File: src/rtl/key_expand_128.sv
// key_expand_128: iterative AES-128 key schedule, one round key every 5 cycles,
// using an external zero-latency S-box that is fed one SubWord byte per cycle.
module key_expand_128 (
  input  logic         clk,
  input  logic         rst,
  input  logic         start,
  input  logic [127:0] key_in,
  output logic [7:0]   sbox_addr,
  input  logic [7:0]   sbox_data,
  output logic [127:0] round_key,
  output logic [3:0]   rk_index,
  output logic         rk_valid,
  output logic         busy,
  output logic         done
);
  typedef enum logic [1:0] {IDLE, SUB, UPDATE} state_t;
  state_t       r_state, w_next;
  logic [1:0]   r_j;
  logic [7:0]   r_rcon;
  logic [31:0]  r_temp;
  logic [31:0]  w_rot, w_t, w_w0, w_w1, w_w2, w_w3;
  logic         w_start;
  // busy stays high through the done cycle, so a start there is ignored
  assign busy    = (r_state != IDLE) || done;
  assign w_start = start && (r_state == IDLE) && !done;
  always_comb begin
    w_rot     = {round_key[23:0], round_key[31:24]};
    sbox_addr = r_state != SUB ? 8'h00 :
                r_j == 2'd0    ? w_rot[31:24] :
                r_j == 2'd1    ? w_rot[23:16] :
                r_j == 2'd2    ? w_rot[15:8]  : w_rot[7:0];
    w_t       = {r_temp[31:24] ^ r_rcon, r_temp[23:0]};
    w_w0      = round_key[127:96] ^ w_t;
    w_w1      = round_key[95:64] ^ w_w0;
    w_w2      = round_key[63:32] ^ w_w1;
    w_w3      = round_key[31:0] ^ w_w2;
    w_next    = r_state == IDLE ? (w_start ? SUB : IDLE) :
                r_state == SUB  ? (r_j == 2'd3 ? UPDATE : SUB) :
                (rk_index == 4'd9 ? IDLE : SUB);
  end
  always_ff @(posedge clk) begin
    if (rst) begin
      r_state   <= IDLE;
      r_j       <= 2'd0;
      r_rcon    <= 8'h01;
      r_temp    <= 32'h0;
      round_key <= 128'h0;
      rk_index  <= 4'd0;
      rk_valid  <= 1'b0;
      done      <= 1'b0;
    end else begin
      r_state  <= w_next;
      rk_valid <= 1'b0;
      done     <= 1'b0;
      if (w_start) begin
        round_key <= key_in;
        rk_index  <= 4'd0;
        rk_valid  <= 1'b1;
        r_rcon    <= 8'h01;
        r_j       <= 2'd0;
      end
      if (r_state == SUB) begin
        r_temp <= {r_temp[23:0], sbox_data};
        r_j    <= r_j + 2'd1;
      end
      if (r_state == UPDATE) begin
        round_key <= {w_w0, w_w1, w_w2, w_w3};
        rk_index  <= rk_index + 4'd1;
        rk_valid  <= 1'b1;
        r_rcon    <= {r_rcon[6:0], 1'b0} ^ (r_rcon[7] ? 8'h1b : 8'h00);
        done      <= rk_index == 4'd9;
      end
    end
  end
endmodule

File: config.mk
export PLATFORM = sky130hd
export DESIGN_NAME = key_expand_128
export DESIGN_NICKNAME = d
export VERILOG_FILES = /design/src/rtl/key_expand_128.sv
export SDC_FILE = /design/constraint.sdc
export NUM_CORES = 1
export LEC_CHECK = 0
export CORE_MARGIN = 5
export CORE_UTILIZATION = 48
export DETAILED_ROUTE_END_ITERATION = 10
export HOLD_SLACK_MARGIN = 0.05
export PLACE_DENSITY = 0.92
export SLEW_MARGIN = 20
export SYNTH_ARGS = -nofsm -noshare
export SYNTH_HDL_FRONTEND = slang
export SYNTH_SLANG_ARGS = --single-unit
File: constraint.sdc
create_clock -name clk -period 2.07 [get_ports clk]
set_input_delay 0.414 -clock clk [delete_from_list [all_inputs] [get_ports clk]]
set_output_delay 0.414 -clock clk [all_outputs]
set_load 0.01 [all_outputs]
### Yosys cells after proc, flatten, opt, wreduce, memory -nomap -nowiden

Index checks and enable logic that the tools add are counted.
Widths: inputs -> output; s select.

| storage, ports and cells | value |
|---|---|
| input bits | 139 |
| output and inout bits | 143 |
| register bits | 178 |
| logic and storage cells | 54 |

| cells by class | value |
|---|---|
| bitwise logic cells | 7 |
| reductions and logical operators | 10 |
| add/sub/neg operators | 2 |
| equal/unequal tests | 7 |
| mux-type cells | 20 |

Operators with widths:

| operator | number |
|---|---|
| $mux 128 | 2 |
| $xor 32x32->32 | 4 |
| $mux 8 | 6 |
| $mux 2 | 5 |
| $mux 4 | 2 |
| $xor 8x5->8 | 1 |
| $xor 8x8->8 | 1 |
| $eq 2x2->1 const B | 3 |
| $reduce_bool 2->1 | 3 |
| $mux 5 | 1 |
| $add 4x1->4 const B | 1 |
| $eq 2x1->1 const B | 2 |
| $eq 4x4->1 const B | 1 |
| $logic_not 2->1 | 2 |
| $mux 1 | 4 |
| $add 2x1->2 const B | 1 |
| $logic_and 1x1->1 | 2 |
| $ne 2x1->1 const B | 1 |
| $reduce_or 2->1 | 1 |
| $logic_not 1->1 | 1 |
| $logic_or 1x1->1 | 1 |
| $not 1->1 | 1 |

### Depth between registers and ports, before layout

| logic depth | value |
|---|---|
| depth after elaboration | 6 |
| gate-level depth with buffers | 7 |
| gate-level depth less buffers | 5 |

### Worst setup path after synthesis

Ideal clock, no wire load.

| timing path | value |
|---|---|
| path kind | register -> output |
| start point | reg r_j[0] |
| end point | out sbox_addr[0] |
| required time | 1656 ps |
| path slack | 239 ps |
| data arrival time | 1417 ps |
| path buffers | 1 |
| stages on the path, launching flop included | 7 |
| cell sequence | dfxtp_1 inv_1 ha_1 clkbuf_1 mux2_2 o21ai_0 a21oi_1 |

| between the ends | value |
|---|---|
| word-level cells in the longest chain between the ends | 5 |
| elaborated cells between the ends (all ways) | 7 |
| those cells by class | eq/ne: 2; mux: 4; reduce/logical: 1 |

RTL lines:

| element | line | text |
|---|---|---|
| start, declared | 18 | `logic [1:0] r_j;` |
| start signal, assigned | 64 | `r_j <= r_j + 2'd1;` |
| $eq 2x2->1 | 31 | `r_j == 2'd2 ? w_rot[15:8] : w_rot[7:0];` |
| $mux 8 | 31 |  |
| $mux 8 | 30 | `r_j == 2'd1 ? w_rot[23:16] :` |
| $mux 8 (*) | 29 | `r_j == 2'd0 ? w_rot[31:24] :` |
| $mux 8 (*) | 28 | `sbox_addr = r_state != SUB ? 8'h00 :` |
| end, declared | 8 | `output logic [7:0] sbox_addr,` |

Every way passes the cells marked *; elsewhere a longest branch is shown, timed or not.

### Worst setup path after layout

| timing path | value |
|---|---|
| start point | reg r_j[0] |
| end point | out sbox_addr[1] |

The elaborated chain is that of the path after synthesis.

==> results.ini <==
[clocking]
cts-root-buf = clkbuf_16
cts.clk_slew.worst_paths_ns = 0.07
clock_path_buffers = 2
ctsHtreeMaxLevel = 4
cts_tree = done
cts-hold-fix-buffers = 0
cts_buffers = 17
cts.sinks = 178
clock_latency_ns = 0.43

[sta]
timing.slew.headroom_pct = 58.9
setup-violations-final = 8
tightest_slew_ns = 0.612
worst_slack_ns = -0.221
rsz0062_at_grt = yes
fmaxAchievable_mhz = 437
maxSlewViolCount = 0
finalCritPeriodShare_pct = 111
hold_viol = 0
fin_skew_ns = 0.00978
finalCriticalPeriod_ns = 2.29

[flow_run]
maxCapViolCount = 0

[place]
port_buffers = 281
dpl-instance-area_mm2 = 0.0127
gp_congestion = 0.901
dpl.hpwl_um = 24400
dp_cells = 1581

[power]
ir_worst_vdd_mv = 0.582
p_per_area_mw_per_mm2 = 688
p_leak_nw = 4.88

[worst_hold_path]
min-delay-start = rst
hold_depth = 2
hp-class = in2reg

[synth]
ys_top_cells_by_area = dfxtp_1, a21oi_1, xnor3_1, nand2_1, nor2_1
ys_ff_latch = 178
postSynth.asyncResetShare_pct = 0
synthDistinctLibCells = 43
synth_top_area_share_pct = 38.4
synth_ff_type = dfxtp_1
ys.warnings.count = 0
netlist_instances = 1079
netlist_area_mm2 = 0.00929
syn_nets = 1224
synth_top_area_cell = dfxtp_1
synth.most_common_cell = dfxtp_1
yosysSeqAreaShare_pct = 38.4
synth_edf_count = 0
synth_area_per_cell_um2 = 8.61
yosys-top-cells-count = dfxtp_1, a21oi_1, nand2_1, nor2_1, clkbuf_1

[routing]
drt_first_iter_violations = 910
postRouteAntennaNets = 0
drt-total-wl_um = 33200
drc_errors = 0
routedWlPerCell_um = 20.4
routed_via_density = 5.78
dr.pass1.iters = 6
route.vias.total = 9416

[worst_setup_path]
crit_fanout = 8
cp_data_arrival_time_ns = 1.88
r2r_cells = 4
worstSetupPathType = reg2out
cp_slowest_stage_delay_ns = 0.38
crit_path_start = r_j[0]
crit_slowest_cell = dfxtp_4
worst-path-buf-inv = 3
required_ns = 1.66
timing.rr.start = r_temp[27]
crit_cells = 7
critPathTopFamily = flip-flops
cp_cell_sequence = inv_4 > ha_4 > buf_6 > mux2_4 > o21ai_4 > a21oi_2 > buf_2
end_kind = primary output
critPathLaunchType = flip-flop

[final_layout]
finalInstanceArea_mm2 = 0.0135
fin_nets = 1501
nFillCells = 1418
area_growth_pct = 45.0
instances_no_fill = 1630
layout-drive-gt1-share_pct = 13.4

[global_route]
grt.overflow.total = 0
grt_pass1_vias = 9230
grtUsageTotal_pct = 28.9
antenna_found_initial = 1
grt_pass1_wl_um = 50700
grt_max_degree = 92

[status]
status = complete, but fails checks
violations = setup timing

[die]
dieArea_mm2 = 0.0222
die_w_um = 149
start_util_pct = 49.2
fp.dieH_um = 149
core_mm2 = 0.0189
io_pins = 282
rows = 50

metrics by stage:
step	power, mW	TNS, ns	worst slack (ns)	utilization (%)	hold WS (ns)
6_report	9.27	-1.51	-0.221	71.3	0.417
5_1_grt	9.61	-2.04	-0.290	71.3	0.428
3_5_place_dp	5.95	-5.80	-0.346	67.0	0.467
2_1_floorplan	4.88	0	0.239	-	0.449
4_1_cts	9.29	-1.27	-0.184	71.1	0.410
3_3_place_gp	5.89	-2.30	-0.229	67.0	0.462
state kept, by name (all words and copies together) (netlist names):
register,count
r_temp,32
round_key,128
rk_index,4
r_j,2
r_state,2
done,1
rk_valid,1
r_rcon,8
final timing paths:
kind,slack (ns),endpoint
worst min-delay path,0.42,rk_index[0]
worst max-delay path,-0.22,sbox_addr[1]
worst max register to register,0.21,round_key[27]
worst min register to register,0.47,r_temp[24]
per-layer routing:
metal  up-vias  wire length [um]  global-route usage, %
met2       498             15800                   49.3
met3        61              3130                   6.65
li1       4362                 -                      -
met5         -                13                      0
met1      4493             13300                   36.1
met4         2               895                   9.43
report_power, final:
| group | switching, mW | internal (mW) |
|---|---|---|
| combinational | 0.960 | 1.14 |
| sequential | 0.241 | 3.62 |
| clock | 1.50 | 1.82 |
cell type report:
cell class                 instances  area [um2]  area share, %
clock buffer                      17         425           3.16
clock inverter                    15         171           1.27
timing repair buffer             346        3470           25.7
antenna                            1        2.50         0.0186
inverter                          36         138           1.02
tap                              260         325           2.41
multi-input combinational        777        5370           39.9
sequential                       178        3570           26.5
worst register-to-register path, cell delays in order (launching register included):
cell	delay, ns
dfxtp_1	0.33
xnor2_1	0.52
xnor3_1	0.47
or4_1	0.41
nand3_1	0.09
layout by cell type (no fill, tap or decap), types with 9 or more instances in the layout:
master	n
clkdlybuf4s50_1	271
nand3_1	26
a21oi_1	137
a32oi_1	24
xnor2_1	45
nor3_1	17
a211oi_2	18
dfxtp_1	173
a31oi_1	12
o21ai_0	32
clkbuf_16	17
a221oi_1	13
nand2_1	128
xnor3_1	32
nor2_1	109
a21oi_2	9
o211ai_1	19
nor3b_1	14
inv_1	35
nand4b_1	13
buf_12	16
or3_1	12
and2_1	14
buf_4	47
xor2_1	22
what timing repair did:
| action | 4_1_cts | 5_1_grt |
|---|---|---|
| resized for setup | 71 | 8 |
| pin swaps | 7 | 4 |
| buffers inserted | 15 | 1 |
| setup endpoints to repair | 9 | 10 |
cells by family (layout without fill, tap and decap cells):
family / count (synthesis) / count (layout) / synth area share [%]
buffers and inverters: 124 / 414 / 5.59
AND/OR/NAND/NOR: 352 / 352 / 17.5
AO/OA/AOI/OAI: 309 / 309 / 22.2
other: 0 / 1 / 0
multiplexers: 9 / 9 / 1.09
XOR/XNOR: 101 / 101 / 14.4
flip-flops: 178 / 178 / 38.4
adder cells (fa/ha/maj): 6 / 6 / 0.808
Power figures use the tool's default switching activity.
